### config.mk
export PLATFORM = sky130hd
export DESIGN_NAME = pe_ctrl_seq
export DESIGN_NICKNAME = d
export VERILOG_FILES = /design/src/rtl/pe_ctrl_seq.sv
export SDC_FILE = /design/constraint.sdc
export NUM_CORES = 1
export LEC_CHECK = 0
export BUFFER_PORTS_ARGS = -buffer_cell sky130_fd_sc_hd__buf_2
export CORE_MARGIN = 1
export CORE_UTILIZATION = 45
export DETAILED_ROUTE_END_ITERATION = 10
export PLACE_DENSITY = 0.8
export SYNTH_ARGS = -nofsm -noshare
export SYNTH_HDL_FRONTEND = slang
export SYNTH_SLANG_ARGS = --single-unit
### constraint.sdc
create_clock -name clock -period 2.65 [get_ports clock]
set_clock_uncertainty 0.15 [all_clocks]
set_input_delay 0.265 -clock clock [delete_from_list [all_inputs] [get_ports clock]]
set_output_delay 0.265 -clock clock [all_outputs]
set_load 0.05 [all_outputs]
### src/rtl/pe_ctrl_seq.sv
// PE control sequencer: runs one command through an L2 phase, an aggregation
// phase and a one-cycle done/hold state, driving the PE mux/add-sub configuration.
module pe_ctrl_seq #(
   parameter int unsigned L2_CYCLES  = 21,
   parameter int unsigned AGG_CYCLES = 37
) (
   input  logic       clock,
   input  logic       reset,
   input  logic       io_cmd_valid,
   output logic       io_cmd_ready,
   input  logic       io_cmd_int,
   input  logic [2:0] io_cmd_rounding,
   input  logic       io_cmd_tininess,
   input  logic       io_abort,
   output logic [1:0] io_m_0_sel,
   output logic [1:0] io_m_1_sel,
   output logic [1:0] io_m_2_sel,
   output logic [1:0] io_m_3_sel,
   output logic [1:0] io_m_4_sel,
   output logic [1:0] io_m_5_sel,
   output logic [1:0] io_m_6_sel,
   output logic [1:0] io_m_7_sel,
   output logic [1:0] io_m_8_sel,
   output logic [1:0] io_m_9_sel,
   output logic [1:0] io_addsub_0_op,
   output logic [1:0] io_addsub_1_op,
   output logic       io_use_int,
   output logic [2:0] io_rounding,
   output logic       io_tininess,
   output logic       io_busy,
   output logic       io_done,
   output logic [1:0] io_phase
);

   typedef enum logic [1:0] {
      S_IDLE = 2'd0,
      S_L2   = 2'd1,
      S_AGG  = 2'd2,
      S_HOLD = 2'd3
   } state_t;

   localparam logic [7:0] L2_LOAD  = 8'(L2_CYCLES - 1);
   localparam logic [7:0] AGG_LOAD = 8'(AGG_CYCLES - 1);

   state_t     r_state;
   logic [7:0] r_cnt;
   logic       r_use_int;
   logic [2:0] r_rounding;
   logic       r_tininess;

   state_t     w_state_nxt;
   logic [7:0] w_cnt_nxt;
   logic       w_accept;
   logic [1:0] w_m [10];
   logic [1:0] w_as;

   assign w_accept = io_cmd_valid && (r_state == S_IDLE);

   always_ff @(posedge clock or negedge reset) begin
      if (!reset) begin
         r_state    <= S_IDLE;
         r_cnt      <= '0;
         r_use_int  <= 1'b0;
         r_rounding <= '0;
         r_tininess <= 1'b0;
      end else begin
         r_state <= w_state_nxt;
         r_cnt   <= w_cnt_nxt;
         if (w_accept) begin
            r_use_int  <= io_cmd_int;
            r_rounding <= io_cmd_rounding;
            r_tininess <= io_cmd_tininess;
         end
      end
   end

   // Counter is reloaded only on phase entry and decremented only while nonzero.
   always_comb begin
      w_state_nxt = r_state;
      w_cnt_nxt   = r_cnt;
      case (r_state)
         S_IDLE: begin
            if (io_cmd_valid) begin
               w_state_nxt = S_L2;
               w_cnt_nxt   = L2_LOAD;
            end
         end
         S_L2: begin
            if (io_abort) begin
               w_state_nxt = S_IDLE;
            end else if (r_cnt == '0) begin
               w_state_nxt = S_AGG;
               w_cnt_nxt   = AGG_LOAD;
            end else begin
               w_cnt_nxt = r_cnt - 8'd1;
            end
         end
         S_AGG: begin
            if (io_abort) begin
               w_state_nxt = S_IDLE;
            end else if (r_cnt == '0) begin
               w_state_nxt = S_HOLD;
            end else begin
               w_cnt_nxt = r_cnt - 8'd1;
            end
         end
         default: w_state_nxt = S_IDLE;
      endcase
   end

   always_comb begin
      for (int unsigned i = 0; i < 8; i++) w_m[i] = 2'b11;
      w_m[8] = 2'b10;
      w_m[9] = 2'b10;
      w_as   = 2'b00;
      case (r_state)
         S_L2: begin
            for (int unsigned i = 0; i < 4; i++) w_m[i] = 2'b01;
            for (int unsigned i = 4; i < 8; i++) w_m[i] = 2'b00;
            w_m[8] = 2'b01;
            w_m[9] = 2'b01;
            w_as   = 2'b01;
         end
         S_AGG: begin
            for (int unsigned i = 0; i < 4; i++) w_m[i] = 2'b01;
            for (int unsigned i = 4; i < 8; i++) w_m[i] = 2'b10;
            w_m[8] = 2'b00;
            w_m[9] = 2'b00;
         end
         default: ;
      endcase
   end

   assign io_m_0_sel     = w_m[0];
   assign io_m_1_sel     = w_m[1];
   assign io_m_2_sel     = w_m[2];
   assign io_m_3_sel     = w_m[3];
   assign io_m_4_sel     = w_m[4];
   assign io_m_5_sel     = w_m[5];
   assign io_m_6_sel     = w_m[6];
   assign io_m_7_sel     = w_m[7];
   assign io_m_8_sel     = w_m[8];
   assign io_m_9_sel     = w_m[9];
   assign io_addsub_0_op = w_as;
   assign io_addsub_1_op = w_as;

   assign io_use_int   = r_use_int;
   assign io_rounding  = r_rounding;
   assign io_tininess  = r_tininess;
   assign io_cmd_ready = (r_state == S_IDLE);
   assign io_busy      = (r_state != S_IDLE);
   assign io_done      = (r_state == S_HOLD);
   assign io_phase     = r_state;

endmodule

==> metrics.log, run 1 <==
INFO  metric diodes = 0
INFO  metric finalSetupTns = 0 ns
INFO  metric first_iter_violations = 6
INFO  metric floorplan.rows = 17
INFO  metric dp_hpwl = 1.64 mm
INFO  metric via_count = 874
INFO  metric fmax = 0.457 GHz
INFO  metric slowest_stage = sky130_fd_sc_hd__nor3b_1
INFO  metric clock_latency_on_the_worst_skew_pair = 0.29 ns
INFO  metric timing_max_transition_violations_final = 0
INFO  metric required_worst_endpoint = between 2 and 3 ns
INFO  metric core_region_area = between 2000 and 2500 µm²
INFO  metric detailedRoute.firstPassIterationCount = 4
INFO  metric track_usage = between 10% and 20%
INFO  metric placed_cell_area = between 1000 and 1500 µm²
INFO  metric ys_warn_count = 0
INFO  metric timing.slew.headroom = 61.7%
INFO  metric wl = 2.08 mm
INFO  metric fill_cells = 210
INFO  metric numClockSinks = 15
INFO  metric clk_pin_slew = ~0.090 ns
INFO  metric post_synth_instance_area = 1110 µm²
INFO  metric antenna_found_initial = 0
INFO  metric layout.nets = around 150
INFO  metric syn2layout_area_growth = 9.83%
INFO  metric postLayoutCellArea = between 1000 and 1500 µm²
INFO  metric floorplan.initialDensity = 48.7%
INFO  metric io_buffer_count = 36
INFO  metric cp-start-kind = register
INFO  metric yosysSeqAreaShare = between 30% and 40%
INFO  metric fp.dieH = roughly 52 µm
INFO  metric synthTopCellsByArea = sky130_fd_sc_hd__dfrtp_1, sky130_fd_sc_hd__buf_4, sky130_fd_sc_hd__ha_1
INFO  metric min-delay-path-class = input pin to register
INFO  metric stdcell_count = roughly 160
INFO  metric final_layout_size_suffix_gt1_share = between 40% and 50%
INFO  metric run_status = completed
INFO  metric place_congestion = roughly 0.87
INFO  metric timing_worst_setup_path_type = register to register
INFO  metric unrepaired_setup_endpoints_after_global_routing = false
INFO  metric routed_via_density = 5.36
INFO  metric drcViolationCount = 0
INFO  metric drt.antenna.violating_nets = 0
INFO  metric cp_slowest_stage_delay = about 0.43 ns
INFO  metric die_x = around 52 µm
INFO  metric first_pass_grt_wire_length = between 3 and 4 mm
INFO  metric worst-slew-pin-transition = between 0.5 and 0.6 ns
INFO  metric number_of_buffers_added_for_setup_after_cts = 0
INFO  metric drv.max_cap_violation_count = 0
INFO  metric worst_hold_slack = a little over 0.05 ns
INFO  metric dieArea = between 2000 and 3000 µm²
INFO  metric multi_input_comb_area = around 550 µm²
INFO  metric postCtsResizedCells = 0
INFO  metric synth.top_cell.area_share = about a third
INFO  metric pin_count_of_the_biggest_net_entering_global_routing = 16
INFO  metric netlist_instances = about 110
INFO  metric crit_path_end_kind = register
INFO  metric tritoncts = yes
INFO  metric crit_fanout = 7
INFO  metric post_synth_num_cell_types = 36
INFO  metric ctsHtreeMaxLevel = 1
INFO  metric floorplan.io_pins = 43
INFO  metric ffs_latches_synth = 15
INFO  metric avgRoutedWirePerCell = 12.8 µm
INFO  metric cp_cell_sequence = inv_1, ha_1, nor3b_1, a21oi_2, o21a_4, mux2_4
INFO  metric globalRouteOverflowTotal = 0
INFO  metric area_used_by_sequential_logic_in_the_layout = about 380 µm²
INFO  metric fin_crit_sh = 82.6%
INFO  metric hold_viol = 0
INFO  metric final_period_minus_worst_setup_slack = ~2.2 ns
INFO  metric first_global_vias = roughly 800
INFO  metric place.detailed.instances = between 150 and 200
INFO  metric cts_inserted_buffers = 3
INFO  metric arrival = roughly 2.2 ns
INFO  metric synth_area_leader_cell = sky130_fd_sc_hd__dfrtp_1
INFO  metric synth_area_per_cell = roughly 10 µm²
INFO  metric clock_tree.buffer_depth = 2
INFO  metric clk_root_buffer_cell = sky130_fd_sc_hd__clkbuf_4
INFO  metric finalSetupViolCount = 0
-- path summary, 6_finish.rpt --
path | slack (ns) | endpoint | start | cells past startpoint
worst max-delay path | 0.46 | r_cnt[5] | r_cnt[0] | 6
max in group asynchronous | 1.86 | io_rounding[0] | reset | 2
worst max register to register | 0.46 | r_cnt[5] | r_cnt[0] | 6
worst min-delay path | 0.05 | io_rounding[0] | io_cmd_rounding[0] | 2
min in group asynchronous | 0.25 | r_cnt[0] | reset | 2
worst min register to register | 0.36 | io_rounding[0] | io_rounding[0] | 1
-- critical path, delay by kind of cell (launching register included) --
kind	cells	cell delay, ns
AO/OA/AOI/OAI	2	0.48
flip-flops	1	0.40
multiplexers	1	0.30
adder cells (fa/ha/maj)	1	0.22
buffers and inverters	1	0.10
AND/OR/NAND/NOR	1	0.43
-- cell usage in the layout (no fill, tap or decap), types with 2 or more instances in the layout --
cell and instances:
sky130_fd_sc_hd__or3_1 2, sky130_fd_sc_hd__mux2_2 6, sky130_fd_sc_hd__o211ai_1 4, sky130_fd_sc_hd__inv_1 10, sky130_fd_sc_hd__ha_1 6, sky130_fd_sc_hd__nand2b_1 2
sky130_fd_sc_hd__a22o_1 2, sky130_fd_sc_hd__or4_1 2, sky130_fd_sc_hd__o31ai_1 2, sky130_fd_sc_hd__conb_1 6, sky130_fd_sc_hd__o221ai_1 5, sky130_fd_sc_hd__o21ai_0 2
sky130_fd_sc_hd__mux2_4 2, sky130_fd_sc_hd__clkbuf_4 3, sky130_fd_sc_hd__nor2_1 4, sky130_fd_sc_hd__a21oi_1 5, sky130_fd_sc_hd__buf_2 36, sky130_fd_sc_hd__dfrtp_1 15
-- repair_timing --
| item | in CTS | in global routing |
|---|---|---|
| hold endpoints to repair | 15 | 0 |
| hold buffers | 1 | 0 |
| setup endpoints to repair | 0 | 0 |
-- state kept, by name, summed over array words and instances (netlist names) --
name / flops
r_cnt: 8
io_rounding: 3
io_phase: 2
io_tininess: 1
io_use_int: 1
-- final cells by class --
| cell class | instances | share of cell area (%) |
|---|---|---|
| multi-input combinational | 69 | 45.4 |
| inverter | 10 | 3.09 |
| tap | 28 | 2.88 |
| timing repair buffer | 37 | 15.6 |
| sequential | 15 | 30.9 |
| clock buffer | 4 | 2.16 |
-- routing by layer --
layer	vias to the layer above	track usage [%]	wire, µm
met4	0	7.21	31
met3	3	2.05	123
met5	-	0	0
li1	425	-	-
met2	38	30.5	1010
met1	408	21.2	921
-- kinds of logic (layout without fill, tap and decap cells) --
kind of cell	after synthesis	in the layout	share of synthesized area, %
AO/OA/AOI/OAI	28	28	19.5
multiplexers	9	9	9.72
adder cells (fa/ha/maj)	6	6	6.78
AND/OR/NAND/NOR	20	20	11.8
flip-flops	15	15	33.9
other	2	6	0.678
buffers and inverters	31	51	17.6
-- metrics by stage --
stage / worst slack (ns) / util (%)
CTS: 0.495 / 53.4
detailed placement: 0.518 / 51.8
global placement: 0.535 / 51.8
finish: 0.462 / 53.4
floorplan: 0.101 / -
global route: 0.404 / 53.4
-- synth_stat cells --
| cell | n |
|---|---|
| sky130_fd_sc_hd__buf_4 | 21 |
| sky130_fd_sc_hd__dfrtp_1 | 15 |
| sky130_fd_sc_hd__inv_1 | 10 |
| sky130_fd_sc_hd__ha_1 | 6 |
| sky130_fd_sc_hd__mux2_2 | 6 |
| sky130_fd_sc_hd__a21oi_1 | 5 |
| sky130_fd_sc_hd__o221ai_1 | 5 |
| sky130_fd_sc_hd__nor2_1 | 4 |
| sky130_fd_sc_hd__o211ai_1 | 4 |
| sky130_fd_sc_hd__a22o_1 | 2 |
| sky130_fd_sc_hd__conb_1 | 2 |
| sky130_fd_sc_hd__mux2_4 | 2 |
| sky130_fd_sc_hd__nand2b_1 | 2 |
| sky130_fd_sc_hd__o21ai_0 | 2 |
| sky130_fd_sc_hd__o31ai_1 | 2 |
| sky130_fd_sc_hd__or3_1 | 2 |
| sky130_fd_sc_hd__or4_1 | 2 |
| sky130_fd_sc_hd__a211oi_1 | 1 |
| sky130_fd_sc_hd__a21o_2 | 1 |
| sky130_fd_sc_hd__a21oi_2 | 1 |
| sky130_fd_sc_hd__a32o_1 | 1 |
| sky130_fd_sc_hd__mux2i_1 | 1 |
| sky130_fd_sc_hd__nand2_1 | 1 |
| sky130_fd_sc_hd__nand3_1 | 1 |
| sky130_fd_sc_hd__nand4_1 | 1 |
| sky130_fd_sc_hd__nor3_1 | 1 |
| sky130_fd_sc_hd__nor3b_1 | 1 |
| sky130_fd_sc_hd__nor4_2 | 1 |
| sky130_fd_sc_hd__nor4b_1 | 1 |
| sky130_fd_sc_hd__o21a_1 | 1 |
| sky130_fd_sc_hd__o21a_4 | 1 |
| sky130_fd_sc_hd__o2bb2ai_1 | 1 |
| sky130_fd_sc_hd__o32ai_1 | 1 |
| sky130_fd_sc_hd__or2_2 | 1 |
| sky130_fd_sc_hd__or3b_2 | 1 |
| sky130_fd_sc_hd__or4_4 | 1 |
Power of run 1 is not shown: default switching activity piles up to over one toggle a cycle in this logic, so the estimate is an artifact.
==> run 2: changes to the inputs <==
- ABC_AREA: not set -> 1
- PLACE_DENSITY: 0.8 -> 0.79
- clock period: 2.65 -> 2.25 ns (I/O delays scaled with it)
==> run 2 against run 1 <==
Compared with the run above:
- flip-flop and latch count did not move
- first-iteration DRC count up 17%
- sequential share of layout area decreased by 0.14 points
- register-to-register slack improved by 0.07 ns
- core utilization grew 0.60 points
- area after synthesis grew 1.0%
- synthesized cell count grew 29%
- via count grew 7.2%
- cell count up 20%
- die area increased by 0.97%
==> metrics.log, run 2 <==
INFO  metric clock_latency_on_the_worst_skew_pair = ~0.27 ns
INFO  metric ffs_latches_synth = 15
INFO  metric netlist_top_cells_count = sky130_fd_sc_hd__nand2_1, sky130_fd_sc_hd__buf_4, sky130_fd_sc_hd__dfrtp_1
INFO  metric numClockSinks = 15
INFO  metric core_region_area = about 2300 µm²
INFO  metric multi_input_comb_area = roughly 540 µm²
INFO  metric dieArea = 2690 µm²
INFO  metric largest_register_ff_count = 8
INFO  metric floorplan.rows = 17
INFO  metric netlist_instances = roughly 140
INFO  metric floorplan.io_pins = 43
INFO  metric min-delay-path-class = input pin to register
INFO  metric critical_path.reg2reg.endpoint = r_cnt[0]
INFO  metric clk_root_buffer_cell = sky130_fd_sc_hd__clkbuf_4
INFO  metric detailedRoute.firstPassIterationCount = 4
INFO  metric crit_fanout = 11
INFO  metric globalRouteOverflowTotal = 0
INFO  metric place_congestion = around 0.84
INFO  metric first_global_vias = 851
INFO  metric finalSetupViolCount = 0
INFO  metric final_period_minus_worst_setup_slack = between 1.5 and 2 ns
INFO  metric fill_cells = roughly 200
INFO  metric pin_count_of_the_biggest_net_entering_global_routing = 16
INFO  metric layout.nets = 183
INFO  metric required_worst_endpoint = between 1.5 and 2 ns
INFO  metric avgRoutedWirePerCell = between 10 and 15 µm
INFO  metric cp-start-kind = register
INFO  metric yosysSeqAreaShare = between 30% and 40%
INFO  metric synth_area_leader_cell = sky130_fd_sc_hd__dfrtp_1
INFO  metric clk_pin_slew = 0.08 ns
INFO  metric floorplan.initialDensity = approximately 49%
INFO  metric timing_max_transition_violations_final = 0
INFO  metric unrepaired_setup_endpoints_after_global_routing = false
INFO  metric regToRegSetupSlack = approximately 0.53 ns
INFO  metric drcViolationCount = 0
INFO  metric regMostFlops = r_cnt
INFO  metric hp-start = io_cmd_rounding[0]
INFO  metric ys.flop_type = sky130_fd_sc_hd__dfrtp_1
INFO  metric layout_commonest_cell = sky130_fd_sc_hd__nand2_1
INFO  metric routed_via_density = between 4 and 5
INFO  metric post_synth_num_cell_types = 21
INFO  metric synth_edf_count = 0
INFO  metric diodes = 0
INFO  metric syn2layout_area_growth = 9.96%
INFO  metric dp_hpwl = about 1.7 mm
INFO  metric antenna_found_initial = 0
INFO  metric timing.hold.worst_path_depth = 2
INFO  metric crit_path_end_kind = primary output
INFO  metric ys_warn_count = 0
INFO  metric timing_worst_setup_path_type = register to primary output
INFO  metric area_used_by_sequential_logic_in_the_layout = 378 µm²
INFO  metric final_layout_size_suffix_gt1_share = between 30% and 40%
INFO  metric first_iter_violations = 7
INFO  metric first_pass_grt_wire_length = between 3 and 4 mm
INFO  metric drt.antenna.violating_nets = 0
INFO  metric arrival = about 1.6 ns
INFO  metric clock_tree.buffer_depth = 2
INFO  metric wl = approximately 2.1 mm
INFO  metric synth.top_cell.area_share = between 30% and 40%
INFO  metric worstReg2RegStart = r_cnt[0]
INFO  metric post-synth-top-count-cell = sky130_fd_sc_hd__nand2_1
INFO  metric hold_viol = 0
INFO  metric postSynth.asyncResetShare = 100%
INFO  metric io_buffer_count = 36
INFO  metric drv.max_cap_violation_count = 0
INFO  metric worst-r2r-cell-count = 9
INFO  metric via_count = about 940
INFO  metric fin_crit_sh = roughly 88%
INFO  metric die_x = roughly 52 µm
INFO  metric cts_inserted_buffers = 3
INFO  metric track_usage = a little under a fifth
INFO  metric tritoncts = yes
INFO  metric synth_area_per_cell = ~8 µm²
INFO  metric finalSetupTns = 0 ns
INFO  metric fp.dieH = 51.9 µm
INFO  metric postCtsResizedCells = 0
INFO  metric ctsHtreeMaxLevel = 1
INFO  metric run_status = completed
INFO  metric layout_common_cells = sky130_fd_sc_hd__nand2_1, sky130_fd_sc_hd__buf_2, sky130_fd_sc_hd__inv_1, sky130_fd_sc_hd__dfrtp_1, sky130_fd_sc_hd__nor2_1
INFO  metric worst_hold_path.endpoint = io_rounding[0]
INFO  metric fmax = between 0.5 and 0.6 GHz
INFO  metric post_synth_instance_area = 1120 µm²
INFO  metric synthTopCellsByArea = sky130_fd_sc_hd__dfrtp_1, sky130_fd_sc_hd__buf_4, sky130_fd_sc_hd__nand2_1
## run 2: cell types whose count changed after synthesis, sizes merged, moves of 3 or more
cell	change
nand2	+40
nor2	+11
nand3	+9
a21oi	-6
inv	+6
o221ai	-5
o211ai	-4
o21ai	+4
mux2	-3
or4	-3
## run 2: worst max-delay path, cell delays in order (launching register included)
cell,delay (ns)
sky130_fd_sc_hd__dfrtp_2,0.41
sky130_fd_sc_hd__inv_1,0.07
sky130_fd_sc_hd__ha_1,0.32
sky130_fd_sc_hd__inv_1,0.20
sky130_fd_sc_hd__buf_2,0.31
## run 2: layer usage
layer | GRT usage (%) | share of wire (%) | vias up
met5 | 0 | 0 | -
li1 | - | - | 463
met1 | 21.1 | 42 | 435
met3 | 2.63 | 5.1 | 2
met2 | 31.4 | 52 | 37
met4 | 9.46 | 0.77 | 0
## run 2: worst max path at each step
stage          cells after the start         from             to  slack [ns]
6_report                           4  io_phase[0]  io_m_3_sel[1]        0.28
3_5_place_dp                       9     r_cnt[0]       r_cnt[7]        0.54
5_1_grt                            4  io_phase[0]  io_m_7_sel[0]        0.12
4_1_cts                            4  io_phase[0]  io_m_2_sel[1]        0.25
2_1_floorplan                      9  io_phase[1]       r_cnt[0]        0.05
3_3_place_gp                       9     r_cnt[0]       r_cnt[1]        0.59
## run 2: cell type report
type,instances,area share (%)
Timing Repair Buffer,37,15.5
Inverter,16,4.88
Tap cell,28,2.85
Multi-Input combinational cell,95,43.9
Clock buffer,4,2.14
Sequential cell,15,30.7
## run 2: cells by family after synthesis
group | Yosys count | synth area share, %
DFF | 15 | 33.6
AOI/OAI and AO/OA | 6 | 2.68
muxes | 5 | 5.03
buffers and inverters | 37 | 19.5
and+or+nand+nor | 68 | 28.7
xor gates and xnor gates | 4 | 3.13
other | 2 | 0.671
adders and majority gates | 6 | 6.71
## run 2: per-stage QoR
stage | util (%) | area, µm² | hold slack, ns | instances | setup WS, ns
after floorplan | - | 1140 | -0.221 | 147 | 0.0506
after global placement | 52.4 | 1190 | -0.0144 | 190 | 0.593
after detailed placement | 52.4 | 1190 | -0.00886 | 190 | 0.541
after CTS | 54.0 | 1230 | 0.0131 | 195 | 0.250
after global routing | 54.0 | 1230 | 0.0122 | 195 | 0.122
final | 54.0 | 1230 | 0.0249 | 195 | 0.279
## run 2: what timing repair did
action | 4_1_cts | 5_1_grt
hold endpoints to repair | 15 | 0
setup buffers | 0 | 0
hold buffers | 1 | 0
Power of run 2 is left out for the same reason.
